`config.mk`:
```
export PLATFORM = sky130hd
export DESIGN_NAME = sram_bus_arbiter
export DESIGN_NICKNAME = d
export VERILOG_FILES = /design/src/rtl/cpu_bus_pkg.sv /design/src/rtl/sram_bus_arbiter.sv
export SDC_FILE = /design/constraint.sdc
export NUM_CORES = 1
export LEC_CHECK = 0
export ABC_AREA = 1
export BUFFER_PORTS_ARGS = -buffer_cell sky130_fd_sc_hd__buf_2
export CELL_PAD_IN_SITES_DETAIL_PLACEMENT = 2
export CELL_PAD_IN_SITES_GLOBAL_PLACEMENT = 2
export CORE_ASPECT_RATIO = 1.5
export CORE_MARGIN = 2
export CORE_UTILIZATION = 26
export CTS_CLUSTER_SIZE = 30
export DETAILED_ROUTE_END_ITERATION = 6
export GPL_ROUTABILITY_DRIVEN = 1
export GPL_TIMING_DRIVEN = 0
export PLACE_DENSITY = 0.79
export SLEW_MARGIN = 40
export SYNTH_ARGS = -nofsm -noshare
export SYNTH_HDL_FRONTEND = slang
export SYNTH_SLANG_ARGS = --single-unit
```
`constraint.sdc`:
```
create_clock -name clk -period 1.8 [get_ports clk]
set_input_delay 0.27 -clock clk [delete_from_list [all_inputs] [get_ports clk]]
set_output_delay 0.27 -clock clk [all_outputs]
set_load 0.02 [all_outputs]
```
`src/rtl/cpu_bus_pkg.sv`:
```
// Shared encodings and widths for the CPU-side SRAM bus arbiter.
// Imported by the arbiter and available to any bus-side neighbours.
package cpu_bus_pkg;

   localparam int CPU_ADDR_W = 32;
   localparam int CPU_DATA_W = 32;

   localparam logic [1:0] ST_IDLE = 2'd0;
   localparam logic [1:0] ST_REQ  = 2'd1;
   localparam logic [1:0] ST_WAIT = 2'd2;
   localparam logic [1:0] ST_RESP = 2'd3;

   localparam logic OWN_INST = 1'b0;
   localparam logic OWN_DATA = 1'b1;

   function automatic int strb_w(input int dw);
      return dw / 8;
   endfunction

endpackage

```
`src/rtl/sram_bus_arbiter.sv`:
```
// Merges the core's inst and data SRAM ports onto one bus,
// one transaction in flight, data first with an inst starvation guard.
module sram_bus_arbiter
   import cpu_bus_pkg::*;
#(
   parameter int ADDR_W       = CPU_ADDR_W,
   parameter int DATA_W       = CPU_DATA_W,
   parameter int STARVE_LIMIT = 4
) (
   input  logic                        clk,
   input  logic                        resetn,
   input  logic                        inst_req,
   input  logic [ADDR_W-1:0]           inst_addr,
   output logic                        inst_addr_ok,
   output logic                        inst_data_ok,
   output logic [DATA_W-1:0]           inst_rdata,
   input  logic                        data_req,
   input  logic                        data_wr,
   input  logic [strb_w(DATA_W)-1:0]   data_wstrb,
   input  logic [ADDR_W-1:0]           data_addr,
   input  logic [DATA_W-1:0]           data_wdata,
   output logic                        data_addr_ok,
   output logic                        data_data_ok,
   output logic [DATA_W-1:0]           data_rdata,
   output logic                        bus_req,
   output logic                        bus_wr,
   output logic [strb_w(DATA_W)-1:0]   bus_wstrb,
   output logic [ADDR_W-1:0]           bus_addr,
   output logic [DATA_W-1:0]           bus_wdata,
   input  logic                        bus_addr_ok,
   input  logic                        bus_data_ok,
   input  logic [DATA_W-1:0]           bus_rdata,
   output logic                        bus_err
);

   localparam int SW = strb_w(DATA_W);
   localparam int CW = $clog2(STARVE_LIMIT + 1);
   localparam logic [CW-1:0] LIM = CW'(STARVE_LIMIT);

   logic [1:0]        r_state;
   logic              r_owner;
   logic [CW-1:0]     r_starve;
   logic              r_bus_req;
   logic              r_bus_wr;
   logic [SW-1:0]     r_bus_wstrb;
   logic [ADDR_W-1:0] r_bus_addr;
   logic [DATA_W-1:0] r_bus_wdata;
   logic [DATA_W-1:0] r_inst_rdata;
   logic [DATA_W-1:0] r_data_rdata;
   logic              r_inst_dok;
   logic              r_data_dok;
   logic              r_bus_err;

   logic w_idle;
   logic w_force;
   logic w_gnt_i;
   logic w_gnt_d;

   assign w_idle  = (r_state == ST_IDLE);
   assign w_force = inst_req & (r_starve == LIM);
   assign w_gnt_d = w_idle & data_req & ~w_force;
   assign w_gnt_i = w_idle & inst_req & (~data_req | w_force);

   assign inst_addr_ok = w_gnt_i;
   assign data_addr_ok = w_gnt_d;
   assign inst_data_ok = r_inst_dok;
   assign data_data_ok = r_data_dok;
   assign inst_rdata   = r_inst_rdata;
   assign data_rdata   = r_data_rdata;
   assign bus_req      = r_bus_req;
   assign bus_wr       = r_bus_wr;
   assign bus_wstrb    = r_bus_wstrb;
   assign bus_addr     = r_bus_addr;
   assign bus_wdata    = r_bus_wdata;
   assign bus_err      = r_bus_err;

   always_ff @(posedge clk or negedge resetn) begin
      if (!resetn) begin
         r_state      <= ST_IDLE;
         r_owner      <= OWN_INST;
         r_bus_req    <= 1'b0;
         r_bus_wr     <= 1'b0;
         r_bus_wstrb  <= '0;
         r_bus_addr   <= '0;
         r_bus_wdata  <= '0;
         r_inst_rdata <= '0;
         r_data_rdata <= '0;
         r_inst_dok   <= 1'b0;
         r_data_dok   <= 1'b0;
         r_bus_err    <= 1'b0;
      end else begin
         r_inst_dok <= 1'b0;
         r_data_dok <= 1'b0;
         unique case (r_state)
            ST_IDLE: begin
               if (w_gnt_i | w_gnt_d) begin
                  r_owner     <= w_gnt_d ? OWN_DATA : OWN_INST;
                  r_bus_wr    <= w_gnt_d & data_wr;
                  r_bus_wstrb <= w_gnt_d ? data_wstrb : '0;
                  r_bus_addr  <= w_gnt_d ? data_addr : inst_addr;
                  r_bus_wdata <= w_gnt_d ? data_wdata : '0;
                  r_bus_req   <= 1'b1;
                  r_state     <= ST_REQ;
               end
            end
            ST_REQ: begin
               // data_ok before the address phase closes is a slave bug
               if (bus_data_ok) r_bus_err <= 1'b1;
               if (bus_addr_ok) begin
                  r_bus_req <= 1'b0;
                  r_state   <= ST_WAIT;
               end
            end
            ST_WAIT: begin
               if (bus_data_ok) begin
                  if (r_owner == OWN_DATA) begin
                     r_data_rdata <= r_bus_wr ? '0 : bus_rdata;
                     r_data_dok   <= 1'b1;
                  end else begin
                     r_inst_rdata <= bus_rdata;
                     r_inst_dok   <= 1'b1;
                  end
                  r_state <= ST_RESP;
               end
            end
            ST_RESP: r_state <= ST_IDLE;
            default: r_state <= ST_IDLE;
         endcase
      end
   end

   always_ff @(posedge clk or negedge resetn) begin
      if (!resetn) begin
         r_starve <= '0;
      end else if (w_gnt_i) begin
         r_starve <= '0;
      end else if (w_gnt_d) begin
         if (!inst_req)           r_starve <= '0;
         else if (r_starve != LIM) r_starve <= r_starve + 1'b1;
      end
   end

endmodule

```
# After elaboration in Yosys (flattened, before gate mapping)
# Cells that the tools add are included.
# totals
regBits,143
input_bits,139
wordCells,66
output_inout_bits,139
# op_classes
eq_ne,9
bitwise,11
mux,22
n_reduce_logical,10
n_addsub,1
# ops
op,count
two-way mux 32 bit,3
two-way mux 3 bit,4
AND reduction 3 bit,4
two-way mux 1 bit,9
case mux 2 bit (4 select lines),1
bitwise AND 1 bit,6
two-way mux 2 bit,3
AND reduction 2 bit,3
== test 2 bit (second input constant),2
two-way mux 4 bit,1
inequality test 2 bit (second input constant),2
nonzero test 2 bit,2
adder 3 x 1 -> 3 bit (second input constant),1
== test 3 bit (second input constant),1
inequality test 3 x 1 -> 1 bit (second input constant),1
inequality test 3 bit (second input constant),1
NOT 1 bit,3
== test 2 x 1 -> 1 bit (second input constant),1
logical NOT 2 bit,1
inequality test 2 x 1 -> 1 bit (second input constant),1
OR 1 bit,2
case mux 1 bit (2 select lines),1

# Logic depth before layout (Yosys ltp)
# logic_depth
word_depth,7
mapped_depth,10

# Worst setup path before layout
# Ideal clock, no wire load.
# synth_timing
path_kind,reg2out
start,register r_starve[0]
end,output inst_addr_ok
arrival_time_ps,1319
path_stages_with_launch,6
path_slack_ps,211
n_path_buf,1
cell_sequence,dfrtp_1 -> inv_1 -> ha_1 -> nand3_4 -> clkbuf_1 -> a21oi_1
# synth_between
elab_chain_len,4
# synth_lines
item,line,text
from (decl),sram_bus_arbiter.sv:42,logic [CW-1:0] r_starve;
from (signal assigned),sram_bus_arbiter.sv:139,else if (r_starve != LIM) r_starve <= r_starve + 1'b1;
== test 3 bit,sram_bus_arbiter.sv:60,assign w_force = inst_req & (r_starve == LIM);
bitwise AND 1 bit,sram_bus_arbiter.sv:60,
OR 1 bit,sram_bus_arbiter.sv:62,assign w_gnt_i = w_idle & inst_req & (~data_req | w_force);
bitwise AND 1 bit,sram_bus_arbiter.sv:62,
to (decl),sram_bus_arbiter.sv:14,"output logic inst_addr_ok,"
# No other way between the ends.

# Worst setup path after layout
# layout_timing
start,register r_starve[1]
end,output inst_addr_ok
# The elaborated chain is that of the path after synthesis.

==> impl_metrics.toml <==
[timing]
clock_skew_ns = 0.006800
finalHoldViolCount = 0
slew_headroom_pct = 64.73
finalSetupViolations = 2
timing.fmax_mhz = 546.6
fin_crit_sh_pct = 101.6
rsz0062_at_grt = "yes"
finalMaxSlewViolations = 0
min_period_ns = 1.830
fin_worst_setup_slack_ns = -0.02955
tightestPinTransition_ns = 0.5291

[cts]
library_cell_used_as_clock_root_buffer = "sky130_fd_sc_hd__clkbuf_16"
cts_tree = "built"
number_of_clock_buffers_inserted_by_tritoncts = 17
cts.htree.levels = 4
clock_transition_at_the_registers_of_the_reported_paths_ns = 0.06
cts.path.max_buffers = 2
clkLatencyLatePin_ns = 0.42
clock_sink_count = 143

[power_and_ir_drop]
ir_worst_vdd_v = 0.0007037
power_density_nw_per_um2 = 1924
p_leak_nw = 4.869

[layout]
finalNonFillerCells = 1283
finalNetCount = 1135
post_route_cells_drive_above_1_share_pct = 38.09
area_delta_synth_final_pct = 47.24

[worst_setup_path]
ff2ff_path_depth = 8
cp_data_arrival_time_ns = 1.56
required_time_reported_for_the_critical_path_endpoint_ns = 1.53
worst_r2r_startpoint = "r_state[0]"
timing.critical_path.slowest_cell_delay_ns = 0.39
r2r_setup_slack_ns = 0.13
crit_path_max_fanout = 4
critPathLaunchType = "flop"
crit_path_top_delay_cell = "sky130_fd_sc_hd__dfrtp_1"
critPathCaptureType = "primary output"
worstPathCellList = "inv_2 > ha_4 > nand3_4 > buf_8 > a21oi_4 > buf_6"
rr_endpoint = "data_rdata[12]"
worst-setup-path-type = "reg2out"

[placement]
gp_congestion = 0.7773
dp.final_hpwl_um = 17310
place_inst = 1227
port-buffer-count = 277
dp_worst_slack_ns = -0.2010

[synth]
yosys_warnings = 0
synth.top_cells.by_count = "sky130_fd_sc_hd__nand2_1, sky130_fd_sc_hd__dfrtp_1, sky130_fd_sc_hd__nand3_1"
yosys_register_bits = 143
postSynth.topFlopCell = "sky130_fd_sc_hd__dfrtp_1"
post_synthesis_async_set_or_reset_flop_share_pct = 100.0
synth_cells = 672
synth_seq_area_share_pct = 60.83
synth_fp_nets = 817
synth_enable_flop_cells = 0
synth.largest_area_cell = "sky130_fd_sc_hd__dfrtp_1"
post-synth-top-count-cell = "sky130_fd_sc_hd__nand2_1"
yosys.cell_types.count = 21
netlist.area_leader.share_pct = 60.83
yosys-top-cells-area = "sky130_fd_sc_hd__dfrtp_1, sky130_fd_sc_hd__nand2_1, sky130_fd_sc_hd__nand3_1, sky130_fd_sc_hd__o21ai_0, sky130_fd_sc_hd__buf_2"
netlist_area_um2 = 5883
synth.avg_cell_area_um2 = 8.755

[min_path]
worstHoldStart = "data_wdata[30]"
holdPathEnd = "bus_wdata[30]"
min_path_type = "in2reg"
cell_depth_of_the_worst_min_delay_path = 3

[grt]
number_of_global_route_vias_before_repair = 6679
gr_usage_total_pct = 20.29
grt_remaining_overflow = 0
grt_start_max_net_pins = 53
grt_first_pass_wirelength_um = 37400
grt_antenna_before_repair = 5

[route]
wirelength_met1_um = 8472
drtPass1Iterations = 4
met2WireLength_um = 13210
vias_per_std_cell = 4.627
detailroute.via_count = 5936
drt_first_iter_violations = 164
maxUsedRoutingLayer = "met5"
drc_errors = 0
post_drt_wl_per_cell_um = 18.45
detail-route-antenna-nets = 0
wl_met3_um = 1272
finalWirelength_um = 23670

[outcome]
result_of_the_run = "finished, violations left"
failed_checks = "negative setup slack"

[floorplanning]
floorplan.die.width_um = 126.8
area_enclosed_by_the_die_boundary_um2 = 23870
core.rowCount = 67
core_outline_area_um2 = 22300
start_util_pct = 26.38
ios = 278
floorplan.die.height_um = 188.2

[flow_run]
drv.max_cap_violation_count = 0
==> cells in the final DEF, fill, tap and decap left out, types with 5 or more instances in the layout <==
cell type and count:
sky130_fd_sc_hd__nand3_1 101, sky130_fd_sc_hd__dfrtp_1 143, sky130_fd_sc_hd__buf_6 5, sky130_fd_sc_hd__inv_2 5
sky130_fd_sc_hd__nand2_1 315, sky130_fd_sc_hd__clkbuf_2 9, sky130_fd_sc_hd__bufinv_16 6, sky130_fd_sc_hd__inv_1 11
sky130_fd_sc_hd__buf_2 293, sky130_fd_sc_hd__clkbuf_16 17, sky130_fd_sc_hd__buf_4 20, sky130_fd_sc_hd__o21ai_0 36
==> repair_timing <==
action	4_1_cts	5_1_grt
setup endpoints to repair	40	78
resized for setup	28	21
endpoints found under the hold margin	44	0
setup buffers	14	5
pin swaps	3	2
hold buffers	1	0
==> worst max-delay path by stage <==
stage                            from            end
after global placement         resetn  bus_wdata[24]
final                     r_starve[1]   inst_addr_ok
after global routing      r_starve[0]   inst_addr_ok
after CTS                 r_starve[0]   inst_addr_ok
after detailed placement   r_state[0]   data_addr_ok
after floorplan           r_starve[0]   inst_addr_ok
==> where the power goes <==
group | internal, W | switching, W
clock | 0.00272 | 0.00146
combinational | 0.00240 | 0.00473
sequential | 0.00461 | 0.000746
==> worst max-delay path: cells and delay by family, from the launching register on <==
kind / cells / cell delay [ns]
AOI/OAI and AO/OA: 1 / 0.11
buffers and inverters: 3 / 0.37
and+or+nand+nor: 1 / 0.12
adders and majority gates: 1 / 0.14
DFF: 1 / 0.39
==> final cells by class <==
type                            count  area [µm²]
Multi-Input combinational cell    472        2106
Clock buffer                       20       466.7
Fill cell                        2603       13640
Antenna cell                        4       10.01
Clock inverter                     12       229.0
Tap cell                          276       345.3
Sequential cell                   143        3578
Timing Repair Buffer              299        1617
Buffer                             38       226.5
Inverter                           19       83.83
==> cell families after synthesis <==
logic type | count (synthesis) | share of synthesized area, %
AND/OR/NAND/NOR | 426 | 29.88
AO/OA/AOI/OAI | 39 | 3.424
buffers and inverters | 57 | 4.445
flip-flops | 143 | 60.83
adder cells (fa/ha/maj) | 6 | 1.276
XOR/XNOR | 1 | 0.1489
==> per-stage QoR <==
step	setup TNS [ns]	hold slack [ns]	total power [W]	utilization, %	area [µm²]
finish	-0.03188	0.04256	0.01667	38.85	8662
global route	-0.1713	0.02984	0.01783	38.85	8662
CTS	-0.1523	0.02349	0.01677	38.41	8564
detailed placement	-0.8286	0.1902	0.01219	34.44	7680
global placement	-278.59	0.4560	0.01189	34.15	7615
floorplan	0	-0.02559	0.009348	-	5883
==> sequential cells by signal, summed over array words and instances, names as in the netlist <==
| name | cells |
|---|---|
| r_starve | 3 |
| r_state | 2 |
| bus_addr | 32 |
| inst_data_ok | 1 |
| bus_wr | 1 |
| bus_wdata | 32 |
| bus_err | 1 |
| inst_rdata | 32 |
| data_data_ok | 1 |
| bus_req | 1 |
| r_owner | 1 |
| bus_wstrb | 4 |
| data_rdata | 32 |
==> per-layer routing <==
layer  global-route usage, %  vias up
met2                   37.47      166
met3                   5.168       43
met1                   21.71     2948
met5                       0        -
li1                        -     2777
met4                   8.453        2
Note: power is estimated with default switching activity, not from simulation.
